`config.mk`:
```
export PLATFORM = sky130hd
export DESIGN_NAME = bp_cfg_loader
export DESIGN_NICKNAME = d
export VERILOG_FILES = /design/src/rtl/bp_cfg_loader.sv
export SDC_FILE = /design/constraint.sdc
export NUM_CORES = 1
export LEC_CHECK = 0
export BUFFER_PORTS_ARGS = -buffer_cell sky130_fd_sc_hd__buf_2
export CAP_MARGIN = 5
export CORE_MARGIN = 2
export CORE_UTILIZATION = 36
export CTS_CLUSTER_SIZE = 28
export DETAILED_ROUTE_END_ITERATION = 16
export PLACE_DENSITY = 0.85
export SLEW_MARGIN = 20
export SYNTH_ARGS = -nofsm -noshare
export SYNTH_HDL_FRONTEND = slang
export SYNTH_SLANG_ARGS = --single-unit
```
`constraint.sdc`:
```
create_clock -name clk_i -period 2.5 [get_ports clk_i]
set_clock_uncertainty 0.2 [all_clocks]
set_input_delay 0.375 -clock clk_i [delete_from_list [all_inputs] [get_ports clk_i]]
set_output_delay 0.375 -clock clk_i [all_outputs]
set_load 0.02 [all_outputs]
```
`src/rtl/bp_cfg_loader.sv`:
```
// bp_cfg_loader: after start_i, writes freeze/core_id/cce_mode to every core, then unfreezes each core in order.
// Optional feature macro BP_CFG_LOADER_NPC_EN adds a per-core boot-PC (npc) write as the last CFG write.
module bp_cfg_loader #(
  parameter int num_core_p       = 2,
  parameter int cfg_addr_width_p = 16,
  parameter int cfg_data_width_p = 64,
  localparam int core_w_lp       = (num_core_p > 1) ? $clog2(num_core_p) : 1
) (
  input  logic                        clk_i,
  input  logic                        reset_n_i,
  input  logic                        start_i,
  input  logic                        cce_mode_i,
  input  logic [39:0]                 npc_i,
  output logic                        cfg_v_o,
  input  logic                        cfg_ready_i,
  output logic [core_w_lp-1:0]        cfg_core_o,
  output logic [cfg_addr_width_p-1:0] cfg_addr_o,
  output logic [cfg_data_width_p-1:0] cfg_data_o,
  output logic                        busy_o,
  output logic                        done_o
);

`ifdef BP_CFG_LOADER_NPC_EN
  localparam logic [1:0] last_step_lp = 2'd3;
`else
  localparam logic [1:0] last_step_lp = 2'd2;
`endif
  localparam logic [core_w_lp-1:0] last_core_lp = core_w_lp'(num_core_p - 1);

  typedef enum logic [1:0] {
    IDLE     = 2'd0,
    CFG      = 2'd1,
    UNFREEZE = 2'd2,
    DONE     = 2'd3
  } state_e;

  state_e                      r_state, w_state_n;
  logic [core_w_lp-1:0]        r_core, w_core_n;
  logic [1:0]                  r_step, w_step_n;
  logic                        r_cce_mode, w_cce_mode_n;
  logic                        w_hs;
  logic                        w_v_n, w_busy_n, w_done_n;
  logic [core_w_lp-1:0]        w_cfg_core_n;
  logic [cfg_addr_width_p-1:0] w_addr_n;
  logic [cfg_data_width_p-1:0] w_data_n;

`ifdef BP_CFG_LOADER_NPC_EN
  logic [39:0] r_npc, w_npc_n;
`else
  logic w_unused_npc;
  assign w_unused_npc = ^npc_i;
`endif

  assign w_hs = cfg_v_o & cfg_ready_i;

  // Next-state and counter update; counters only move on a handshake.
  always_comb begin
    w_state_n    = r_state;
    w_core_n     = r_core;
    w_step_n     = r_step;
    w_cce_mode_n = r_cce_mode;
`ifdef BP_CFG_LOADER_NPC_EN
    w_npc_n      = r_npc;
`endif
    case (r_state)
      IDLE, DONE: begin
        if (start_i) begin
          w_state_n    = CFG;
          w_core_n     = {core_w_lp{1'b0}};
          w_step_n     = 2'd0;
          w_cce_mode_n = cce_mode_i;
`ifdef BP_CFG_LOADER_NPC_EN
          w_npc_n      = npc_i;
`endif
        end else begin
          w_state_n = r_state;
        end
      end
      CFG: begin
        if (w_hs) begin
          if (r_step == last_step_lp) begin
            w_step_n = 2'd0;
            if (r_core == last_core_lp) begin
              w_core_n  = {core_w_lp{1'b0}};
              w_state_n = UNFREEZE;
            end else begin
              w_core_n = r_core + core_w_lp'(1);
            end
          end else begin
            w_step_n = r_step + 2'd1;
          end
        end else begin
          w_state_n = CFG;
        end
      end
      UNFREEZE: begin
        if (w_hs) begin
          if (r_core == last_core_lp) begin
            w_core_n  = {core_w_lp{1'b0}};
            w_state_n = DONE;
          end else begin
            w_core_n = r_core + core_w_lp'(1);
          end
        end else begin
          w_state_n = UNFREEZE;
        end
      end
      default: w_state_n = IDLE;
    endcase
  end

  // Output decode from the next state so every output is a flop aligned with the state.
  always_comb begin
    w_v_n        = 1'b0;
    w_busy_n     = 1'b0;
    w_done_n     = 1'b0;
    w_cfg_core_n = {core_w_lp{1'b0}};
    w_addr_n     = {cfg_addr_width_p{1'b0}};
    w_data_n     = {cfg_data_width_p{1'b0}};
    case (w_state_n)
      CFG: begin
        w_v_n        = 1'b1;
        w_busy_n     = 1'b1;
        w_cfg_core_n = w_core_n;
        case (w_step_n)
          2'd0: begin
            w_addr_n = cfg_addr_width_p'(16'h0001);
            w_data_n = cfg_data_width_p'(1'b1);
          end
          2'd1: begin
            w_addr_n = cfg_addr_width_p'(16'h0002);
            w_data_n = cfg_data_width_p'(w_core_n);
          end
          2'd2: begin
            w_addr_n = cfg_addr_width_p'(16'h0003);
            w_data_n = cfg_data_width_p'(w_cce_mode_n);
          end
`ifdef BP_CFG_LOADER_NPC_EN
          2'd3: begin
            w_addr_n = cfg_addr_width_p'(16'h0004);
            w_data_n = cfg_data_width_p'(w_npc_n);
          end
`endif
          default: begin
            w_addr_n = {cfg_addr_width_p{1'b0}};
            w_data_n = {cfg_data_width_p{1'b0}};
          end
        endcase
      end
      UNFREEZE: begin
        w_v_n        = 1'b1;
        w_busy_n     = 1'b1;
        w_cfg_core_n = w_core_n;
        w_addr_n     = cfg_addr_width_p'(16'h0001);
      end
      DONE:    w_done_n = 1'b1;
      IDLE:    w_done_n = 1'b0;
      default: w_done_n = 1'b0;
    endcase
  end

  // State, counters and sampled configuration values.
  always_ff @(posedge clk_i or negedge reset_n_i) begin
    if (!reset_n_i) begin
      r_state    <= IDLE;
      r_core     <= {core_w_lp{1'b0}};
      r_step     <= 2'd0;
      r_cce_mode <= 1'b0;
`ifdef BP_CFG_LOADER_NPC_EN
      r_npc      <= 40'd0;
`endif
    end else begin
      r_state    <= w_state_n;
      r_core     <= w_core_n;
      r_step     <= w_step_n;
      r_cce_mode <= w_cce_mode_n;
`ifdef BP_CFG_LOADER_NPC_EN
      r_npc      <= w_npc_n;
`endif
    end
  end

  // Registered outputs.
  always_ff @(posedge clk_i or negedge reset_n_i) begin
    if (!reset_n_i) begin
      cfg_v_o    <= 1'b0;
      cfg_core_o <= {core_w_lp{1'b0}};
      cfg_addr_o <= {cfg_addr_width_p{1'b0}};
      cfg_data_o <= {cfg_data_width_p{1'b0}};
      busy_o     <= 1'b0;
      done_o     <= 1'b0;
    end else begin
      cfg_v_o    <= w_v_n;
      cfg_core_o <= w_cfg_core_n;
      cfg_addr_o <= w_addr_n;
      cfg_data_o <= w_data_n;
      busy_o     <= w_busy_n;
      done_o     <= w_done_n;
    end
  end

endmodule

```
==> report_table.html <==
<table>
<tr><th>Metric</th><th>Value</th></tr>
<tr><th colspan="2">GRT</th></tr>
<tr><td>Pin count of the biggest net entering global routing</td><td>13</td></tr>
<tr><td>Antenna violations before repair</td><td>0</td></tr>
<tr><td>Global-route layer with the greatest usage</td><td>met2</td></tr>
<tr><td>Global Route Usage Sum</td><td>7.40%</td></tr>
<tr><td>Fraction of met3 tracks used by global routing</td><td>~1.6%</td></tr>
<tr><td>Wire length of the first global-routing pass</td><td>2.31 mm</td></tr>
<tr><td>Number of global-route vias before repair</td><td>approximately 580</td></tr>
<tr><td>Met1 demand-to-capacity share in global routing</td><td>under 10%</td></tr>
<tr><td>Routing usage on met2</td><td>12.6%</td></tr>
<tr><td>Remaining Overflow, GRT</td><td>0</td></tr>
<tr><th colspan="2">Synth</th></tr>
<tr><td>Yosys warning count</td><td>0</td></tr>
<tr><td>Synth Area per Inst</td><td>8.79 sq um</td></tr>
<tr><td>Fraction of post-synthesis cell area in the top cell type by area</td><td>between 40% and 50%</td></tr>
<tr><td>Sequential fraction of the synthesis area</td><td>a little under a quarter</td></tr>
<tr><td>Cell area after synthesis</td><td>1300 sq um</td></tr>
<tr><td>Number of instances in the synthesized netlist</td><td>148</td></tr>
<tr><td>Post-synth cell types</td><td>28</td></tr>
<tr><td>Area contributors post-synth</td><td>buf_4 46%, dfrtp_1 23%, ha_1 9.6%</td></tr>
<tr><td>Synth Register Bits</td><td>12</td></tr>
<tr><td>Library cell occupying the most area in the post-synthesis netlist</td><td>buf_4</td></tr>
<tr><th colspan="2">Floorplan</th></tr>
<tr><td>Die outline width</td><td>64.1 um</td></tr>
<tr><td>Die Y-Extent</td><td>64.1 um</td></tr>
<tr><td>I/O Pins</td><td>129</td></tr>
<tr><td>Die Footprint</td><td>around 4100 sq um</td></tr>
<tr><td>Core area</td><td>3420 sq um</td></tr>
<tr><td>Starting Density</td><td>38.1%</td></tr>
<tr><td>Std cell rows</td><td>21</td></tr>
<tr><th colspan="2">Placement</th></tr>
<tr><td>Number of input and output port buffers inserted</td><td>11</td></tr>
<tr><td>Post-detail-place hpwl</td><td>between 1 and 1.5 mm</td></tr>
<tr><td>Routability congestion estimate from global placement</td><td>0.699</td></tr>
<tr><th colspan="2">STA</th></tr>
<tr><td>Number of hold violations in the final report</td><td>0</td></tr>
<tr><td>Share of the cycle needed by the critical path after routing</td><td>94.2%</td></tr>
<tr><td>Setup Viol. Count Final</td><td>0</td></tr>
<tr><td>Final critical-path required period</td><td>2360 ps</td></tr>
<tr><td>RSZ-0062 raised after global routing</td><td>false</td></tr>
<tr><td>Number of max-slew violations in the final report</td><td>0</td></tr>
<tr><td>Setup Total Neg Slack</td><td>0 ps</td></tr>
<tr><td>Max Clk Rate</td><td>0.424 GHz</td></tr>
<tr><th colspan="2">Routing</th></tr>
<tr><td>DRC Markers</td><td>0</td></tr>
<tr><td>Number of search-and-repair iterations in the first detailed-routing pass</td><td>4</td></tr>
<tr><td>First DRT Iteration DRCs</td><td>20</td></tr>
<tr><td>Overall routed net length</td><td>1.73 mm</td></tr>
<tr><td>Vias post-DR</td><td>752</td></tr>
<tr><td>Average wire length per cell after detail routing</td><td>between 8 and 9 um</td></tr>
<tr><td>Vias per inst</td><td>3.63</td></tr>
<tr><td>ANT nets after route</td><td>0</td></tr>
<tr><th colspan="2">CTS</th></tr>
<tr><td>Skew-Pair Late Insertion Delay</td><td>280 ps</td></tr>
<tr><td>Clock slew at reported path FFs</td><td>80 ps</td></tr>
<tr><td>Clock Path Buffers</td><td>2</td></tr>
<tr><td>TritonCTS sink count</td><td>12</td></tr>
<tr><td>Number of setup buffers added after CTS</td><td>0</td></tr>
<tr><td>Number of buffers inserted during clock tree synthesis</td><td>3</td></tr>
<tr><td>TritonCTS clock tree</td><td>yes</td></tr>
<tr><td>Library cell used as clock root buffer</td><td>clkbuf_4</td></tr>
<tr><td>Number of levels the H-tree was split into</td><td>1</td></tr>
<tr><th colspan="2">Finish</th></tr>
<tr><td>Ant. Diodes</td><td>0</td></tr>
<tr><td>Sequential standard cell area</td><td>300 sq um</td></tr>
<tr><td>Share of cells above drive strength 1</td><td>11.8%</td></tr>
<tr><td>Area grow syn2layout</td><td>-10.6%</td></tr>
<tr><td>Leading cell type in the layout, fill and taps excluded</td><td>conb_1</td></tr>
<tr><td>Highest-count cells in the layout ignoring fill and taps</td><td>77 x conb_1, 12 x dfrtp_1, 11 x buf_2</td></tr>
<tr><td>Number of nets in the final layout</td><td>217</td></tr>
<tr><td>Multi-input gate area in the final layout</td><td>678 sq um</td></tr>
<tr><td>Total of fill cells in the finished design</td><td>363</td></tr>
<tr><th colspan="2">Power</th></tr>
<tr><td>Peak supply drop</td><td>between 0.0003 and 0.0004 V</td></tr>
<tr><td>Overall power after layout</td><td>1.13 mW</td></tr>
<tr><td>Power Density</td><td>967 nW/um^2</td></tr>
<tr><td>Static power due to leakage</td><td>0.672 nW</td></tr>
<tr><th colspan="2">Setup path</th></tr>
<tr><td>Kind of capture point of the worst setup path</td><td>flop</td></tr>
<tr><td>Origin of the critical flop-to-flop path</td><td>r_state[0]</td></tr>
<tr><td>Class of the most critical setup path</td><td>reg -&gt; reg</td></tr>
<tr><td>Data arrival at the endpoint of the critical path</td><td>2330 ps</td></tr>
<tr><td>Crit path capture</td><td>cfg_data_o[0]</td></tr>
<tr><td>Critical path data required time</td><td>2480 ps</td></tr>
<tr><td>Cells on worst reg2reg path</td><td>8</td></tr>
<tr><td>Worst Path Max Fanout</td><td>10</td></tr>
<tr><td>Reg-to-reg slack, setup</td><td>140 ps</td></tr>
<tr><td>Reg-to-Reg End</td><td>cfg_data_o[0]</td></tr>
<tr><td>Startpoint types</td><td>flop</td></tr>
<tr><td>Origin of the worst setup path</td><td>r_state[0]</td></tr>
<tr><th colspan="2">Outcome</th></tr>
<tr><td>Result of the run</td><td>finished clean</td></tr>
<tr><th colspan="2">Run</th></tr>
<tr><td>Max-cap violations</td><td>0</td></tr>
<tr><th colspan="2">Worst hold path</th></tr>
<tr><td>Classification of the worst-slack hold path</td><td>in -&gt; reg</td></tr>
</table>
==> through the flow <==
step                      instances  util (%)  hold slack [ps]  worst slack (ps)  cell area, sq um
final                           207      34.1              157               144              1160
after floorplan                 224         -             -121               359              1590
after global routing            207      34.1              164              2.89              1160
after CTS                       207      33.7              160              84.8              1150
after global placement          202      32.4             57.5               192              1110
after detailed placement        202      32.4             60.9              99.9              1110
==> critical path, cell delays in order, from the launching register on <==
cell      delay (ps)
dfrtp_1          390
inv_1             80
ha_1             420
a221o_1          390
nand2_1           80
nand2_1          100
ha_1             200
nand3b_1         150
o32ai_1          240
==> report_power, final <==
part | total [mW] | switching, mW | leakage (nW) | internal, mW
Combinational | 0.648 | 0.431 | 0.497 | 0.218
Clock | 0.152 | 0.0636 | 0.0210 | 0.0886
Sequential | 0.325 | 0.0567 | 0.154 | 0.268
==> logic make-up after synthesis <==
kind of cell    after synthesis  share of synthesized area [%]
buf+inv                      86                           47.6
simple gates                 19                           7.41
compound gates               17                           9.81
flops                        12                           23.1
fa+ha+maj                    10                           9.62
xor+xnor                      2                           1.35
other cells                   1                          0.288
mux                           1                          0.865
==> registers in the layout, indices dropped and copies added (netlist names) <==
name / flops
cfg_addr_o: 2
done_o: 1
r_core: 1
cfg_core_o: 1
cfg_data_o: 1
r_step: 2
busy_o: 1
r_state: 2
r_cce_mode: 1
==> synthesized netlist by cell type <==
master and instances:
xnor2_1 2, nand2b_1 1, o32ai_1 1, o21a_1 1, buf_4 79, nand3b_1 2, o2bb2ai_1 1, a21boi_0 2
and2_1 1, nand4b_1 1, a211oi_1 1, inv_1 7, o31a_1 1, o31ai_1 1, nand3_1 2, a221o_1 1
mux2_2 1, a2bb2oi_1 1, and3_1 1, a21oi_1 3, nand2_1 7, nor3_1 2, a221oi_2 1, nor2_1 2
dfrtp_1 12, o21ai_0 3, ha_1 10, conb_1 1
==> how the worst min path moves through the flow <==
stage / from / cells past startpoint / end / slack [ps]
2_1_floorplan: reset_n_i / 0 / busy_o / -120
3_3_place_gp: reset_n_i / 1 / done_o / 60
3_5_place_dp: reset_n_i / 1 / done_o / 60
4_1_cts: cce_mode_i / 2 / r_cce_mode / 160
5_1_grt: cce_mode_i / 2 / r_cce_mode / 160
6_report: cce_mode_i / 2 / r_cce_mode / 160
==> metal layers <==
| metal | up-vias | part of all wire [%] |
|---|---|---|
| li1 | 351 | - |
| met1 | 341 | 37 |
| met2 | 55 | 51 |
| met3 | 5 | 10 |
| met4 | 0 | 2.0 |
| met5 | - | 0 |
==> timing repair <==
| action | CTS | global route |
|---|---|---|
| setup endpoints to repair | 0 | 3 |
| endpoints found under the hold margin | 12 | 0 |
| hold buffers | 1 | 0 |
| resized for setup | 0 | 2 |
==> area by class of cell <==
class                      instances  area share (%)
tap                               46            4.95
timing repair buffer              12            5.59
multi-input combinational        126            58.3
inverter                           7            2.26
clock buffer                       4            3.12
sequential                        12            25.8
No activity file was read; power rests on OpenSTA's default activity.
